==> config.mk <==
export PLATFORM = sky130hd
export DESIGN_NAME = nano4k_spi_flash_ctrl
export DESIGN_NICKNAME = d
export VERILOG_FILES = /design/src/rtl/nano4k_spi_flash_pkg.sv /design/src/rtl/spi_byte_shifter.sv /design/src/rtl/nano4k_spi_flash_ctrl.sv
export SDC_FILE = /design/constraint.sdc
export NUM_CORES = 1
export LEC_CHECK = 0
export ABC_AREA = 1
export CAP_MARGIN = 10
export CORE_ASPECT_RATIO = 1.5
export CORE_MARGIN = 1.5
export CORE_UTILIZATION = 53
export DETAILED_ROUTE_END_ITERATION = 10
export GPL_TIMING_DRIVEN = 0
export PLACE_DENSITY = 0.82
export SLEW_MARGIN = 15
export SYNTH_ARGS = -nofsm -noshare
export SYNTH_HDL_FRONTEND = slang
export SYNTH_SLANG_ARGS = --single-unit
==> constraint.sdc <==
create_clock -name interfaceClk -period 3.9 [get_ports interfaceClk]
set_input_delay 0.39 -clock interfaceClk [delete_from_list [all_inputs] [get_ports interfaceClk]]
set_output_delay 0.39 -clock interfaceClk [all_outputs]
set_load 0.02 [all_outputs]
==> src/rtl/nano4k_spi_flash_pkg.sv <==
// nano4k_spi_flash_pkg: opcodes, command classes and FSM states for the Nano4K SPI flash master
package nano4k_spi_flash_pkg;

    localparam logic [7:0] OP_RSTEN = 8'h66;
    localparam logic [7:0] OP_RST   = 8'h99;
    localparam logic [7:0] OP_WREN  = 8'h06;
    localparam logic [7:0] OP_WRDI  = 8'h04;
    localparam logic [7:0] OP_PP    = 8'h02;
    localparam logic [7:0] OP_READ  = 8'h03;
    localparam logic [7:0] OP_SE    = 8'h20;
    localparam logic [7:0] OP_CE    = 8'hC7;
    localparam logic [7:0] OP_RDSR  = 8'h05;
    localparam logic [7:0] OP_RDID  = 8'h9F;

    typedef enum logic [2:0] {
        CMD_ONLY,
        CMD_ADDR,
        CMD_ADDR_WR,
        CMD_ADDR_RD,
        CMD_RD
    } cmdClass_t;

    typedef enum logic [2:0] {
        IDLE,
        CS_SETUP,
        SHIFT_CMD,
        SHIFT_ADDR,
        SHIFT_WR,
        SHIFT_RD,
        CS_HOLD,
        DONE_WAIT
    } state_t;

    // Unknown opcodes fall back to a bare opcode transfer.
    function automatic cmdClass_t classOf(input logic [7:0] op);
        return op == OP_SE ? CMD_ADDR :
               op == OP_PP ? CMD_ADDR_WR :
               op == OP_READ ? CMD_ADDR_RD :
               (op == OP_RDSR || op == OP_RDID) ? CMD_RD : CMD_ONLY;
    endfunction

endpackage

==> src/rtl/spi_byte_shifter.sv <==
// spi_byte_shifter: mode-0 MSB-first byte engine owning MCLK and the bit/half-period counters
module spi_byte_shifter #(
    parameter int SCLK_HALF = 1
) (
    input  logic       interfaceClk,
    input  logic       reset,
    input  logic       load,
    input  logic       preset,
    input  logic [7:0] txByte,
    input  logic       miso,
    output logic       mclk,
    output logic       mosi,
    output logic [7:0] rxByte,
    output logic       rxValid,
    output logic       done
);
    localparam int HW = SCLK_HALF > 1 ? $clog2(SCLK_HALF) : 1;
    localparam logic [HW-1:0] HALF_LAST = HW'(SCLK_HALF - 1);

    logic          active;
    logic          phase;
    logic [HW-1:0] halfCnt;
    logic [2:0]    bitCnt;
    logic [6:0]    txShift;
    logic          halfEnd;

    assign halfEnd = active && halfCnt == HALF_LAST;
    // Combinational so the owner can reload on the final falling edge and keep bytes gapless.
    assign done = halfEnd && phase && bitCnt == 3'd7;

    always_ff @(posedge interfaceClk) begin
        if (reset) begin
            active  <= 1'b0;
            phase   <= 1'b0;
            halfCnt <= '0;
            bitCnt  <= 3'd0;
            txShift <= 7'd0;
            mclk    <= 1'b0;
            mosi    <= 1'b0;
            rxByte  <= 8'h00;
            rxValid <= 1'b0;
        end else begin
            rxValid <= 1'b0;
            if (load) begin
                active  <= 1'b1;
                phase   <= 1'b0;
                halfCnt <= '0;
                bitCnt  <= 3'd0;
                txShift <= txByte[6:0];
                mosi    <= txByte[7];
                mclk    <= 1'b0;
            end else if (preset) begin
                mosi <= txByte[7];
            end else if (active) begin
                if (halfEnd) begin
                    halfCnt <= '0;
                    phase   <= !phase;
                    mclk    <= !phase;
                    if (!phase) begin
                        rxByte  <= {rxByte[6:0], miso};
                        rxValid <= bitCnt == 3'd7;
                    end else if (bitCnt == 3'd7) begin
                        active <= 1'b0;
                    end else begin
                        bitCnt  <= bitCnt + 3'd1;
                        mosi    <= txShift[6];
                        txShift <= {txShift[5:0], 1'b0};
                    end
                end else begin
                    halfCnt <= halfCnt + 1'b1;
                end
            end
        end
    end

endmodule

==> src/rtl/nano4k_spi_flash_ctrl.sv <==
// nano4k_spi_flash_ctrl: SPI mode-0 NOR flash master sequencing opcode, address and data phases
module nano4k_spi_flash_ctrl
    import nano4k_spi_flash_pkg::*;
#(
    parameter int SCLK_HALF   = 1,
    parameter int CS_HIGH_MIN = 4
) (
    input  logic        interfaceClk,
    input  logic        reset,
    input  logic        interfaceEnable_n,
    input  logic [7:0]  fCommand,
    input  logic [21:0] fAddress,
    input  logic [7:0]  fData_WR,
    output logic [7:0]  fData_RD,
    output logic        RdDataValid,
    output logic        WrDataReady,
    input  logic        MISO,
    output logic        MOSI,
    output logic        MCLK,
    output logic        CS_n
);
    localparam logic [15:0] SETUP_LAST = 16'(2 * SCLK_HALF - 1);
    localparam logic [15:0] HOLD_LAST  = 16'(SCLK_HALF - 1);
    localparam logic [15:0] GAP_LAST   = 16'(CS_HIGH_MIN - 1);

    state_t     state;
    cmdClass_t  cls;
    logic [7:0]  cmd;
    logic [21:0] addr;
    logic [1:0]  byteCnt;
    logic [15:0] cnt;
    logic        start;
    logic        shLoad;
    logic        shDone;
    logic        shRxValid;
    logic [7:0]  shTx;
    logic [7:0]  shRx;

    // cnt doubles as the CS-high gap timer in IDLE/DONE_WAIT and saturates there.
    assign start = state == IDLE && cnt == GAP_LAST && !interfaceEnable_n;

    always_comb begin
        shLoad = 1'b0;
        shTx   = fCommand;
        case (state)
            CS_SETUP: begin
                shLoad = cnt == SETUP_LAST;
                shTx   = cmd;
            end
            SHIFT_CMD: begin
                shLoad = shDone && cls != CMD_ONLY;
                shTx   = cls == CMD_RD ? 8'h00 : {2'b00, addr[21:16]};
            end
            SHIFT_ADDR: begin
                shLoad = shDone && (byteCnt != 2'd2 || cls == CMD_ADDR_WR || cls == CMD_ADDR_RD);
                shTx   = byteCnt == 2'd0 ? addr[15:8] :
                         byteCnt == 2'd1 ? addr[7:0] :
                         cls == CMD_ADDR_WR ? fData_WR : 8'h00;
            end
            SHIFT_WR: begin
                shLoad = shDone && !interfaceEnable_n;
                shTx   = fData_WR;
            end
            SHIFT_RD: begin
                shLoad = shDone && !interfaceEnable_n;
                shTx   = 8'h00;
            end
            default: ;
        endcase
    end

    spi_byte_shifter #(.SCLK_HALF(SCLK_HALF)) shifter (
        .interfaceClk(interfaceClk),
        .reset(reset),
        .load(shLoad),
        .preset(start),
        .txByte(shTx),
        .miso(MISO),
        .mclk(MCLK),
        .mosi(MOSI),
        .rxByte(shRx),
        .rxValid(shRxValid),
        .done(shDone)
    );

    always_ff @(posedge interfaceClk) begin
        if (reset) begin
            state       <= IDLE;
            cls         <= CMD_ONLY;
            cmd         <= 8'h00;
            addr        <= 22'd0;
            byteCnt     <= 2'd0;
            cnt         <= 16'd0;
            CS_n        <= 1'b1;
            fData_RD    <= 8'h00;
            RdDataValid <= 1'b0;
            WrDataReady <= 1'b0;
        end else begin
            RdDataValid <= shRxValid && state == SHIFT_RD;
            WrDataReady <= 1'b0;
            if (shRxValid && state == SHIFT_RD)
                fData_RD <= shRx;
            case (state)
                IDLE: begin
                    if (cnt != GAP_LAST)
                        cnt <= cnt + 16'd1;
                    if (start) begin
                        state <= CS_SETUP;
                        CS_n  <= 1'b0;
                        cmd   <= fCommand;
                        addr  <= fAddress;
                        cls   <= classOf(fCommand);
                        cnt   <= 16'd0;
                    end
                end
                CS_SETUP: begin
                    cnt <= cnt + 16'd1;
                    if (shLoad)
                        state <= SHIFT_CMD;
                end
                SHIFT_CMD: if (shDone) begin
                    byteCnt <= 2'd0;
                    cnt     <= 16'd0;
                    state   <= cls == CMD_ONLY ? CS_HOLD : (cls == CMD_RD ? SHIFT_RD : SHIFT_ADDR);
                end
                SHIFT_ADDR: if (shDone) begin
                    byteCnt <= byteCnt + 2'd1;
                    cnt     <= 16'd0;
                    if (byteCnt == 2'd2) begin
                        state       <= cls == CMD_ADDR_WR ? SHIFT_WR : (cls == CMD_ADDR_RD ? SHIFT_RD : CS_HOLD);
                        WrDataReady <= cls == CMD_ADDR_WR;
                    end
                end
                SHIFT_WR: if (shDone) begin
                    cnt <= 16'd0;
                    if (interfaceEnable_n)
                        state <= CS_HOLD;
                    else
                        WrDataReady <= 1'b1;
                end
                SHIFT_RD: if (shDone && interfaceEnable_n) begin
                    cnt   <= 16'd0;
                    state <= CS_HOLD;
                end
                CS_HOLD: begin
                    cnt <= cnt + 16'd1;
                    if (cnt == HOLD_LAST) begin
                        CS_n        <= 1'b1;
                        cnt         <= 16'd0;
                        state       <= DONE_WAIT;
                        WrDataReady <= cls == CMD_ONLY || cls == CMD_ADDR;
                    end
                end
                DONE_WAIT: begin
                    if (cnt != GAP_LAST)
                        cnt <= cnt + 16'd1;
                    if (interfaceEnable_n)
                        state <= IDLE;
                end
                default: state <= IDLE;
            endcase
        end
    end

endmodule

==> flow_summary.json, run 1 <==
{
  "syn-cell-area_um2": 4863,
  "rsz0062_at_grt": "false",
  "cts-root-buf": "clkbuf_16",
  "start_util": 0.5476,
  "gr-usage-met1": 0.3242,
  "hold_buffers": 0,
  "internal_power_mw": 1.814,
  "synth_top_flop_cell": "dfxtp_1",
  "rr_worst_depth": 9,
  "drc_errors": 0,
  "regToRegSetupSlack_ns": 1.58,
  "grt_pass1_vias": 4862,
  "synth.distinct_cells": 44,
  "worstMarginPinSlew_ns": 0.6446,
  "via_per_inst": 5.523,
  "path_buf_inv": 2,
  "drive_gt1_frac": 0.06634,
  "dp_hpwl_um": 10540,
  "nets": 860,
  "num-fill-cells": 785,
  "maxCapViolCount": 0,
  "ys_top_cells_by_count": "nand2_1 (168), nor2_1 (98), dfxtp_1 (88)",
  "swShare": 0.3474,
  "ys_seq_elements": 88,
  "cp_max_fo": 10,
  "endpoint": "addr[17]$_SDFFE_PP0P_",
  "path_cells": "ha_1, nand2_1, nor2_2, nand2_2, nor3_2, inv_2, buf_6, o21ai_0, a21oi_1",
  "busiest_layer": "met2",
  "routed_wl_um": 13880,
  "gp_congestion": 0.9396,
  "status": "finished clean",
  "r2r-end": "addr[17]$_SDFFE_PP0P_",
  "seq_power_share": 0.369,
  "met3_usage": 0.03623,
  "critical_path.startpoint": "cnt[0]$_SDFFE_PP0P_",
  "die_h_um": 120.3,
  "gr-usage-all-layers": 0.2941,
  "synth_seq_area_share": 0.3622,
  "clkPwrFrac": 0.327,
  "numCtsBuffers": 9,
  "drtIter0Drc": 301,
  "placedCellCount": 909,
  "cp_slowest_cell": "dfxtp_1",
  "synthArstFlopShare": 0,
  "die_x_um": 81.22,
  "pre_cts_ws_ns": 1.722,
  "power.density_nw_per_um2": 475.5,
  "clockBufferDepth": 2,
  "finalSetupViolCount": 0,
  "critPathMaxStageDelay_ns": 0.44,
  "crit_type": "register to register",
  "cp_data_required_time_ns": 4.11,
  "ant_nets": 0,
  "cp-start-kind": "register",
  "synth_top_area_cell": "dfxtp_1",
  "syn_avg_cell_area_um2": 6.528,
  "numClockSinks": 88,
  "synth_nets": 795,
  "antenna_cells": 0,
  "cts_setup_buffers": 0,
  "post-route-min-period_ns": 2.321,
  "dr_total_vias": 5103,
  "antenna_found_initial": 0,
  "clock_skew_ns": 0.01050,
  "hold_path_class": "register to register",
  "cp_top_family": "simple AND/OR/NAND/NOR gates",
  "synth.most_common_cell": "nand2_1",
  "cp.arrival_ns": 2.54,
  "syn_inst": 745,
  "period_share": 0.5953,
  "setup_slack_ns": 1.579,
  "floorplan.die_area_um2": 9772,
  "max_slew_margin": 0.5669,
  "yosys_warnings": 0,
  "wl_per_cell_um": 15.02,
  "regArea_um2": 1762,
  "synth_area_leaders": "dfxtp_1 (36%), nand2_1 (13%), a21oi_1 (7.9%)",
  "grt_max_degree": 14,
  "stdcell_count": 924,
  "cts-htree-levels": 3,
  "core_um2": 8881,
  "io_pins": 55,
  "synth_top_area_frac": 0.3622,
  "drv_slew": 0,
  "clk_pin_slew_ns": 0.06,
  "fmax_mhz": 430.8,
  "ir_drop_v": 0.0003427,
  "met2_usage": 0.5323,
  "synth_edf_count": 0,
  "cp.depth": 9,
  "r2r_start": "cnt[0]$_SDFFE_PP0P_",
  "p_sw_uw": 965.8,
  "crit_path_end_kind": "register",
  "final.setup.tns_ns": 0,
  "clk-insertion-delay-late_ns": 0.34,
  "cts_tree": "yes",
  "rows": 42,
  "grt_pass1_wl_um": 22050,
  "combPwrFrac": 0.305,
  "io_buffers": 54,
  "dr.pass1.iters": 5,
  "final_hold_viol_count": 0,
  "area_delta_synth_final_pct": 20.20,
  "cts_resized": 0,
  "p_leak_nw": 2.422,
  "multi_input_area_um2": 2596,
  "grt.overflow.total": 0
}
power groups by stage:
stage / clock, mW / combinational, mW / sequential [mW]
finish: 0.908 / 0.847 / 1.03
global route: 0.948 / 0.943 / 1.03
CTS: 0.905 / 0.835 / 1.02
detailed placement: 0 / 0.829 / 1.04
global placement: 0 / 0.811 / 1.04
floorplan: 0 / 0.593 / 1.03
through the flow:
step                      hold slack [ns]  utilization  power, mW  instance area, um^2
final                              0.4501       0.6582      2.780                 5846
after global routing               0.4773       0.6582      2.922                 5846
after CTS                          0.4530       0.6582      2.763                 5846
after detailed placement           0.4422       0.6240      1.872                 5542
after global placement             0.4370       0.6240      1.850                 5542
after floorplan                    0.4246            -      1.624                 4863
worst min-delay path by stage:
stage	startpoint	cells after the start	slack [ns]	endpoint
after global routing	fData_RD[4]$_SDFFE_PP0P_	2	0.48	fData_RD[4]$_SDFFE_PP0P_
final	fData_RD[3]$_SDFFE_PP0P_	2	0.45	fData_RD[3]$_SDFFE_PP0P_
after CTS	cmd[7]$_SDFFE_PP0P_	2	0.45	cmd[7]$_SDFFE_PP0P_
after global placement	fData_RD[5]$_SDFFE_PP0P_	2	0.44	fData_RD[5]$_SDFFE_PP0P_
after detailed placement	cmd[7]$_SDFFE_PP0P_	2	0.44	cmd[7]$_SDFFE_PP0P_
after floorplan	cmd[7]$_SDFFE_PP0P_	2	0.42	cmd[7]$_SDFFE_PP0P_
cell families after synthesis:
group | Yosys count | share of synthesized area
adders and majority gates | 8 | 0.02058
and+or+nand+nor | 348 | 0.3167
DFF | 88 | 0.3622
buffers and inverters | 123 | 0.1039
muxes | 1 | 0.002058
xor gates and xnor gates | 7 | 0.01261
AOI/OAI and AO/OA | 170 | 0.1819
cell usage in the layout (no fill, tap or decap), types with 3 or more instances in the layout:
cell             count
xor2_1               5
nor2_1              98
clkdlybuf4s50_1     54
nand4_1             10
nor3_1              10
dfxtp_1             88
o21ai_1              5
ha_1                 8
nor2_2               6
inv_1               86
nand3_1             37
clkbuf_16            9
nand2_1            168
nand2_2              3
buf_2                8
o21ai_0             76
inv_2                8
a21oi_1             77
clkbuf_1            16
buf_6                4
o21bai_1             4
routing by layer:
layer  routed length [um]  up-vias
met5                    0        -
met4                  501        0
met3                  576       40
met2                 7289      164
met1                 5517     2370
li1                     -     2529
area by class of cell:
cell class / instances / share of cell area
Clock buffer: 12 / 0.04045
Sequential cell: 88 / 0.3014
Tap cell: 110 / 0.02354
Clock inverter: 3 / 0.01156
Multi-Input combinational cell: 534 / 0.4441
Buffer: 27 / 0.02483
Inverter: 96 / 0.06164
Timing Repair Buffer: 54 / 0.09247
worst reg2reg max path: stages (launching register included):
cell and delay [ns]:
dfxtp_1 0.44, ha_1 0.27, nand2_1 0.09, nor2_2 0.19
nand2_2 0.13, nor3_2 0.42, inv_2 0.19, buf_6 0.19
o21ai_0 0.19, a21oi_1 0.08
registers in the layout, indices dropped and copies added, names as in the netlist:
signal / flops
addr: 22
cnt: 16
cmd: 8
fData_RD: 8
shifter.rxByte: 8
shifter.txShift: 7
cls: 3
shifter.bitCnt: 3
state: 3
byteCnt: 2
CS_n: 1
RdDataValid: 1
WrDataReady: 1
shifter.active: 1
shifter.halfCnt: 1
shifter.mclk: 1
shifter.mosi: 1
shifter.rxValid: 1
Note: power is estimated with default switching activity, not from simulation.
==> run 2, diff against run 1 <==
- CORE_UTILIZATION: 53 -> 51
- clock period: 3.9 -> 2.1 ns (I/O delays scaled with it)
==> run 2 against run 1 <==
Die area increased by 3.8%; sequential power is 85% higher; count of clock-buffer cells in the layout fell by 2; non-clock buffer count rose by 6; routed wire length rose by 2.4%; total power rose by 94%; critical path type unchanged; clock power rose by 110%; fmax increased by 17%; combinational power grew 91%; final cell count up 0.97%.
==> flow_summary.json, run 2 (same netlist as run 1, synthesis figures left out) <==
{
  "status": "finished clean",
  "regArea_um2": 1763,
  "gp_congestion": 0.9639,
  "antenna_found_initial": 0,
  "placed_area_um2": 5544,
  "dr_total_vias": 5228,
  "whs_path_depth": 2,
  "layout_commonest_cell": "nand2_1",
  "drtIter0Drc": 368,
  "clk-insertion-delay-late_ns": 0.35,
  "post-route-min-period_ns": 1.976,
  "stdcell_count": 933,
  "ir_drop_v": 0.0007641,
  "power.density_nw_per_um2": 905.7,
  "dr.pass1.iters": 7,
  "cts_tree": "yes",
  "core_um2": 9254,
  "finalSetupViolCount": 0,
  "gr-usage-all-layers": 0.2940,
  "hold_buffers": 0,
  "die_x_um": 82.74,
  "numCtsBuffers": 9,
  "floorplan.die_area_um2": 10140,
  "die_h_um": 122.6,
  "drv_slew": 0,
  "area_delta_synth_final_pct": 22.59,
  "max_slew_margin": 0.6130,
  "multi_input_area_um2": 2623,
  "cp.arrival_ns": 2.22,
  "io_buffers": 54,
  "utilization": 0.6443,
  "numClockSinks": 88,
  "grt_pass1_wl_um": 22470,
  "hold_path_class": "register to register",
  "reg_top3": "addr x22, cnt x16",
  "largest-register": "addr",
  "hold_start": "fData_RD[5]$_SDFFE_PP0P_",
  "wl_per_cell_um": 15.24,
  "worstMarginPinSlew_ns": 0.5804,
  "crit_path_end_kind": "register",
  "nets": 866,
  "largest_reg_flops": 22,
  "grt_max_degree": 16,
  "grt.overflow.total": 0,
  "regToRegSetupSlack_ns": 0.12,
  "rsz0062_at_grt": "false",
  "rr_worst_depth": 12,
  "drive_gt1_frac": 0.08161,
  "final_hold_viol_count": 0,
  "cts-root-buf": "clkbuf_16",
  "start_util": 0.5256,
  "routed_wl_um": 14220,
  "via_per_inst": 5.603,
  "clockBufferDepth": 2,
  "dp_hpwl_um": 10550,
  "cts-htree-levels": 3,
  "critical_path.startpoint": "byteCnt[1]$_SDFFE_PP0P_",
  "cp-start-kind": "register",
  "antenna_cells": 0,
  "cp_max_fo": 9,
  "p_leak_nw": 2.482,
  "fin_area_um2": 5962,
  "maxCapViolCount": 0,
  "hold_ws_ns": 0.4511,
  "drc_errors": 0,
  "clk_pin_slew_ns": 0.06,
  "ant_nets": 0,
  "r2r_start": "byteCnt[1]$_SDFFE_PP0P_",
  "crit_type": "register to register",
  "fmax_mhz": 506.1,
  "num-fill-cells": 854,
  "cp_data_required_time_ns": 2.35,
  "period_share": 0.9409,
  "final.setup.tns_ns": 0,
  "io_pins": 55,
  "placedCellCount": 911,
  "grt_pass1_vias": 4980,
  "rows": 43,
  "clock_skew_ns": 0.007746,
  "most-common-layout-cells": "nand2_1 (168), nor2_1 (98), dfxtp_1 (87), inv_1 (86), a21oi_1 (77)"
}
run 2: critical path: stages, from the launching register on:
cell	delay [ns]
dfxtp_1	0.33
inv_1	0.09
ha_1	0.16
clkbuf_1	0.32
inv_1	0.23
nand2_1	0.09
o21ai_0	0.09
nand2_1	0.10
nand2_1	0.06
a21oi_1	0.17
o21ai_1	0.11
inv_1	0.10
nor2_1	0.04
run 2: metrics by stage:
stage / power, mW / setup slack, ns
floorplan: 3.015 / 0.3807
global placement: 3.434 / -0.005387
detailed placement: 3.484 / -0.04502
finish: 5.400 / 0.1242
global route: 5.667 / 0.006770
CTS: 5.352 / 0.01144
run 2: per-layer routing:
metal / share of wire / up-vias / wire length [um] / GRT usage
met5: 0 / - / 0 / 0
met4: 0.045 / 0 / 637 / 0.1792
met2: 0.52 / 207 / 7345 / 0.5132
li1: - / 2546 / - / -
met1: 0.38 / 2419 / 5419 / 0.3165
met3: 0.058 / 56 / 821 / 0.05874
run 2: path summary, 6_finish.rpt:
check	endpoint
max	shifter.mosi$_SDFFE_PP0P_
min	fData_RD[5]$_SDFFE_PP0P_
max reg2reg	shifter.mosi$_SDFFE_PP0P_
min reg2reg	fData_RD[5]$_SDFFE_PP0P_
run 2: layout make-up:
cell class / count / share of cell area
plain buffers: 27 / 0.02455
clock buffers: 10 / 0.03841
clock inverters: 6 / 0.01931
inverters: 96 / 0.06044
multi-input cells: 534 / 0.4399
flip-flops and latches: 88 / 0.2957
well taps: 112 / 0.02350
repair buffers: 60 / 0.09822
run 2: where the power goes:
part | internal (mW) | total (mW) | switching [mW]
Combinational | 0.549 | 1.62 | 1.07
Sequential | 1.80 | 1.91 | 0.111
Clock | 1.17 | 1.88 | 0.704
Total | 3.52 | 5.40 | 1.88
run 2: timing repair:
item / CTS / global route
endpoints found under the setup margin: 9 / 41
pin swaps: 0 / 2
gates cloned: 0 / 0
gates resized for setup: 1 / 8
setup buffers: 0 / 6
